===== src/rtl/fluxcore_pkg.sv =====
// Types and constants shared between the return stack and the PC counter.
package fluxcore_pkg;

  localparam int PC_WIDTH = 8;

  typedef enum logic {
    RUN   = 1'b0,
    FAULT = 1'b1
  } stack_state_t;

endpackage


===== src/rtl/stack_regfile.sv =====
// DEPTH x WIDTH register array: one synchronous write port, one asynchronous read port.
module stack_regfile #(
  parameter int WIDTH = 8,
  parameter int DEPTH = 8,
  parameter int AW    = $clog2(DEPTH)
) (
  input  logic             clk,
  input  logic             we,
  input  logic [AW-1:0]    waddr,
  input  logic [WIDTH-1:0] wdata,
  input  logic [AW-1:0]    raddr,
  output logic [WIDTH-1:0] rdata
);

  logic [WIDTH-1:0] mem_q [DEPTH];

  // Contents are only ever read below sp, so the array needs no reset.
  always_ff @(posedge clk) begin
    if (we) begin
      mem_q[waddr] <= wdata;
    end
  end

  assign rdata = mem_q[raddr];

endmodule


===== src/rtl/return_stack.sv =====
// Call/return stack feeding the PC counter's load port; holds sp, the RUN/FAULT FSM,
// the sticky fault flags and the registered load strobe.
module return_stack
  import fluxcore_pkg::*;
#(
  parameter int WIDTH = PC_WIDTH,
  parameter int DEPTH = 8
) (
  input  logic                         clk,
  input  logic                         reset,
  input  logic                         push,
  input  logic [WIDTH-1:0]             push_addr,
  input  logic                         pop,
  input  logic                         flush,
  output logic [WIDTH-1:0]             load_addr,
  output logic                         load_en,
  output logic [$clog2(DEPTH+1)-1:0]   count,
  output logic                         empty,
  output logic                         full,
  output logic                         overflow,
  output logic                         underflow,
  output stack_state_t                 dbg_state
);

  localparam int CW = $clog2(DEPTH + 1);
  localparam int AW = $clog2(DEPTH);

  // Handshake: push/pop are single-cycle requests with no ready; each accepted pop
  // yields exactly one load_en cycle (valid, no backpressure) the cycle after it is sampled.

  stack_state_t     state_q, state_d;
  logic [CW-1:0]    sp_q, sp_d;
  logic [WIDTH-1:0] load_addr_q, load_addr_d;
  logic             load_en_q, load_en_d;
  logic             overflow_q, overflow_d;
  logic             underflow_q, underflow_d;

  logic             rf_we;
  logic [AW-1:0]    rf_waddr;
  logic [AW-1:0]    rf_raddr;
  logic [WIDTH-1:0] rf_rdata;
  logic [CW-1:0]    sp_m1;
  logic             is_empty, is_full;

  assign sp_m1    = sp_q - CW'(1);
  assign rf_raddr = sp_m1[AW-1:0];
  assign is_empty = (sp_q == '0);
  assign is_full  = (sp_q == CW'(DEPTH));

  stack_regfile #(
    .WIDTH (WIDTH),
    .DEPTH (DEPTH),
    .AW    (AW)
  ) u_regfile (
    .clk   (clk),
    .we    (rf_we),
    .waddr (rf_waddr),
    .wdata (push_addr),
    .raddr (rf_raddr),
    .rdata (rf_rdata)
  );

  always_comb begin
    state_d     = state_q;
    sp_d        = sp_q;
    load_addr_d = load_addr_q;
    load_en_d   = 1'b0;
    overflow_d  = overflow_q;
    underflow_d = underflow_q;
    rf_we       = 1'b0;
    rf_waddr    = sp_q[AW-1:0];

    if (flush) begin
      sp_d        = '0;
      overflow_d  = 1'b0;
      underflow_d = 1'b0;
      state_d     = RUN;
    end else if (state_q == RUN) begin
      unique case ({push, pop})
        2'b10: begin
          if (is_full) begin
            overflow_d = 1'b1;
            state_d    = FAULT;
          end else begin
            rf_we = 1'b1;
            sp_d  = sp_q + CW'(1);
          end
        end
        2'b01: begin
          if (is_empty) begin
            underflow_d = 1'b1;
            state_d     = FAULT;
          end else begin
            load_addr_d = rf_rdata;
            load_en_d   = 1'b1;
            sp_d        = sp_m1;
          end
        end
        2'b11: begin
          // Tail call: return to the current top and replace it in place.
          if (is_empty) begin
            underflow_d = 1'b1;
            state_d     = FAULT;
          end else begin
            load_addr_d = rf_rdata;
            load_en_d   = 1'b1;
            rf_we       = 1'b1;
            rf_waddr    = sp_m1[AW-1:0];
          end
        end
        default: ;
      endcase
    end
  end

  always_ff @(posedge clk) begin
    if (reset) begin
      state_q     <= RUN;
      sp_q        <= '0;
      load_addr_q <= '0;
      load_en_q   <= 1'b0;
      overflow_q  <= 1'b0;
      underflow_q <= 1'b0;
    end else begin
      state_q     <= state_d;
      sp_q        <= sp_d;
      load_addr_q <= load_addr_d;
      load_en_q   <= load_en_d;
      overflow_q  <= overflow_d;
      underflow_q <= underflow_d;
    end
  end

  assign load_addr = load_addr_q;
  assign load_en   = load_en_q;
  assign count     = sp_q;
  assign empty     = is_empty;
  assign full      = is_full;
  assign overflow  = overflow_q;
  assign underflow = underflow_q;
  assign dbg_state = state_q;

endmodule

===== config.mk =====
export PLATFORM = sky130hd
export DESIGN_NAME = return_stack
export DESIGN_NICKNAME = d
export VERILOG_FILES = /design/src/rtl/fluxcore_pkg.sv /design/src/rtl/stack_regfile.sv /design/src/rtl/return_stack.sv
export SDC_FILE = /design/constraint.sdc
export NUM_CORES = 1
export LEC_CHECK = 0
export ABC_AREA = 1
export BUFFER_PORTS_ARGS = -buffer_cell sky130_fd_sc_hd__buf_2
export CORE_ASPECT_RATIO = 1.75
export CORE_MARGIN = 1.5
export CORE_UTILIZATION = 60
export CTS_CLUSTER_SIZE = 8
export DETAILED_ROUTE_END_ITERATION = 16
export PLACE_DENSITY = 0.8
export SYNTH_ARGS = -nofsm -noshare
export SYNTH_HDL_FRONTEND = slang
export SYNTH_SLANG_ARGS = --single-unit

===== constraint.sdc =====
create_clock -name clk -period 4.63 [get_ports clk]
set_input_delay 1.389 -clock clk [delete_from_list [all_inputs] [get_ports clk]]
set_output_delay 1.389 -clock clk [all_outputs]
set_load 0.05 [all_outputs]

# == Yosys cells after proc, flatten, opt, wreduce, memory -nomap -nowiden ==
# Memory sizes are Yosys's and may differ from the RTL's. A register that Yosys moved wholly into a read port is not among the register bits.
# Cells that the tools add are included.
# op_classes
addsub,2
n_mul,0
div_mod_pow,0
order_cmp,0
eq_ne,6
shift,0
n_mux,18
bitwise,4
n_reduce_logical,9
# op_table
op,n
$mux W3,4
$mux W1,9
$mux W4,2
$pmux W4 S2,1
$reduce_and A4 Y1,2
$reduce_and A3 Y1,2
$add A4 B1 Y4 const B,1
$eq A2 B2 Y1 const B,2
$eq A4 B4 Y1 const B,1
$logic_not A4 Y1,1
$ne A2 B2 Y1 const B,2
$not A1 Y1,4
$pmux W1 S2,2
$reduce_or A2 Y1,2
$reduce_or A4 Y1,1
$sub A4 B1 Y4 const B,1
$eq A2 B1 Y1 const B,1
$reduce_bool A2 Y1,1
# totals
regBits,8
latch_bits,0
ram_bits,64
rom_bits,0
inputBits,13
output_inout_bits,18
elab_cells,45
mem_count,1
# memory_table
name,words,word_bits,rd,rd_clocked_by_memory_dff,write_ports,line_no,rtl
u_regfile.mem_q,8,8,1,1,1,stack_regfile.sv:15,logic [WIDTH-1:0] mem_q [DEPTH];

# == Logic depth before layout (Yosys ltp) ==
# depth
depth_word,7
ltp_mapped,11
ltp_nobuf,9

# == Hierarchy ==
# From an unflattened synthesis, not the netlist that was laid out.
# unflattened
cells_unflattened,411
area_unflattened_um2,3804.9
# modules_own_cells
mod,n_inst,cells_per_inst,area_per_inst_um2,seq_area_each_um2
stack_regfile,1,295,2890.3,1921.8
return_stack,1,116,914.6,320.3

# == Worst setup path after synthesis ==
# Ideal clock, no wire load.
# synth_timing
path_type,register to output
from,"register sp_q[0], in the netlist count[0]"
to,output port full
t_arrival_ns,1.763
t_required_ns,3.241
slack_ns,1.478
stages_incl_launch_ff,7
path_buffers,2
path_cell_list,dfxtp_1 buf_4 inv_2 buf_2 ha_1 nand3_1 inv_1
# synth_between
elab_chain_len,1
# synth_lines
item,line_no,rtl
"start, declared",return_stack.sv:32,"logic [CW-1:0] sp_q, sp_d;"
"start signal, assigned",return_stack.sv:126,sp_q <= sp_d;
$eq A4 B4 Y1,return_stack.sv:48,assign is_full = (sp_q == CW'(DEPTH));
"end, declared",return_stack.sv:19,"output logic full,"
# Every way passes these cells.

# == Final worst setup path ==
# layout_timing
from,"register sp_q[0], in the netlist count[0]"
to,output port empty
# layout_between
elab_chain_len,1
# layout_lines
item,line_no,rtl
$logic_not A4 Y1,return_stack.sv:47,assign is_empty = (sp_q == '0);
"end, declared",return_stack.sv:18,"output logic empty,"
# Every way passes these cells.

==> out/qor.yml <==
status: "complete, no violations"
setup_violations: 0
powerDensity_nw_per_um2: 367
fin_crit_ns: 3.44
rows: 37
yosysMostFrequentCell: "nand2_1"
cts_tree: "built"
rsz0062_at_grt: "false"
synthesis.area_um2: 3590
area_growth_pct: 10.8
worst_pin_slew_ns: 0.733
slew_headroom_pct: 50.8
reg2reg_slack_ns: 1.21
setup_tns_ns: 0
fmax_mhz: 291
die_h_um: 105
yosysSeqAreaShare_pct: 62.5
reg2reg_from: "count[0]"
cts_root_buf: "clkbuf_8"
fillCellCount: 470
cts.sinks: 80
fin_util_pct: 68.2
die_area_um2: 6470
min_delay_path_depth: 2
grt_first_pass_wirelength_um: 11200
antenna_found_initial: 0
critPathArrivalTime_ns: 2.05
hold-worst-slack_ns: 0.464
holdPathEnd: "load_addr[7]"
vias_per_cell: 5.24
postCtsSetupRepairBufs: 0
final_net_count: 426
synth_top_cells_by_area: "edfxtp_1 54%, nand2_1 11%, dfxtp_1 8.9%, nand3_1 7.4%, inv_1 6.5%"
drtAntennaViolNets: 0
cap_violations: 0
worstRegToRegCells: 6
hpwl_um: 5190
startpoint_type: "register"
p_leak_nw: 1.74
grt_max_degree: 38
syn_inst: 377
clockBufferDepth: 2
yosysUniqueCellTypes: 27
h-tree-depth: 3
grt_pass1_vias: 2355
yosysTopAreaCell: "edfxtp_1"
wl_per_cell_um: 14.9
synth_enable_flop_cells: 64
ir_drop_mv: 0.333
ys_ff_latch: 80
hold_buffers: 0
start_util_pct: 61.5
drt_iter0_markers: 193
synth_flop_cell: "edfxtp_1"
hold_viol_final: 0
routed_wl_um: 7300
ctsResizeCount: 0
via_count: 2569
numCtsBuffers: 9
cp.required_ns: 3.24
min_path_type: "reg2reg"
hold_path_startpoint: "load_addr[7]"
path_max_fanout: 36
io_pins: 31
synth_area_per_cell_um2: 9.52
timing.final.crit_share_pct: 74.2
synth_top_cells_by_count: "102 x nand2_1, 64 x edfxtp_1, 62 x inv_1"
timing.rr.end: "u_regfile.mem_q[4][4]"
num_antenna_cells: 0
synthesis.nets: 396
core-area_um2: 5830
path_class: "reg2out"
clkLatencyLatePin_ns: 0.35
slew_violations: 0
yosys_warnings: 0
firstDrtPassIters: 5
endpoint_kind: "output pin"
track_usage_pct: 24.8
fin_worst_skew_ns: 0.0114
io_buffers: 30
synthArstFlopShare_pct: 0
grt_overflow: 0
drive_gt1_share_pct: 14.3
die_w_um: 61.5
synth_top_area_share_pct: 53.6
drc: 0
routabilityCongestion: 0.927
clk_pin_slew_ns: 0.09
## critical path, stage by stage, from the launching register on
cell and delay (ns):
dfxtp_1 0.32, inv_2 0.43, ha_1 0.41, nand2_2 0.15, inv_2 0.11, buf_2 0.26
## worst max path at each step
stage | start | cells past startpoint | slack [ns] | to
floorplan | count[0] | 6 | 1.48 | full
global placement | pop | 8 | 1.25 | u_regfile.mem_q[5][0]
detailed placement | pop | 8 | 1.16 | u_regfile.mem_q[1][0]
CTS | count[0] | 5 | 1.19 | empty
global route | count[0] | 6 | 0.84 | u_regfile.mem_q[1][7]
finish | count[0] | 5 | 1.19 | empty
## cell type report
class	instances	area, um^2	share of cell area [%]
clock inverters	7	70.1	1.76
multi-input cells	219	1040	26.1
flip-flops and latches	80	2240	56.4
clock buffers	9	124	3.12
inverters	66	248	6.23
well taps	78	97.6	2.45
repair buffers	31	158	3.96
## layout by cell type (no fill, tap or decap)
cell type	Yosys	final
nand3_1	53	53
nor2_1	22	22
clkinv_2	0	2
xor2_1	2	2
or2_2	1	1
buf_2	6	30
nand2_1	102	102
edfxtp_1	64	64
buf_4	2	1
xnor2_1	1	1
clkbuf_8	0	9
inv_2	3	3
nand3_2	1	1
nor2_4	1	1
nor2_2	2	2
nor4_1	1	1
xor2_2	1	1
inv_1	62	62
inv_4	0	2
clkinv_1	1	1
ha_1	6	6
o21ai_2	1	1
a21oi_1	11	11
nand4_1	3	3
a31oi_1	2	2
clkinv_4	0	2
o21ai_0	7	7
bufinv_16	0	1
dfxtp_1	16	16
nand2_2	2	2
## flip-flops by register name (all words and copies together) (netlist names)
| name | flops |
|---|---|
| count | 4 |
| load_addr | 8 |
| dbg_state | 1 |
| underflow | 1 |
| load_en | 1 |
| overflow | 1 |
| u_regfile.mem_q | 64 |
## report_power, final
group	internal (W)	switching, W	leakage (nW)
combinational	0.0000427	0.000125	0.929
clock	0.000249	0.000249	0.104
sequential	0.000786	0.00000579	0.706
total	0.00108	0.000380	1.74
## metrics by stage
stage	cell area (um^2)	power, W	cells	setup slack [ns]
finish	3980	0.00146	490	1.19
global route	3980	0.00151	490	0.838
CTS	3980	0.00146	490	1.19
detailed placement	3780	0.000973	474	1.16
global placement	3780	0.000971	474	1.25
floorplan	3590	0.000926	377	1.48
## logic make-up after synthesis
family / after synthesis / share of synthesized area, %
buffers and inverters: 78 / 8.58
adders and majority gates: 6 / 2.09
and+or+nand+nor: 188 / 22.5
DFF: 80 / 62.5
AOI/OAI and AO/OA: 21 / 3.10
xor gates and xnor gates: 4 / 1.19
## per-layer routing
metal | track usage, % | part of all wire (%) | up-vias
met4 | 15.0 | 5.8 | 0
met1 | 27.2 | 37 | 1174
met5 | 0 | 0 | -
li1 | - | - | 1274
met2 | 42.0 | 53 | 93
met3 | 4.42 | 4.6 | 28
Power figures use the tool's default switching activity.
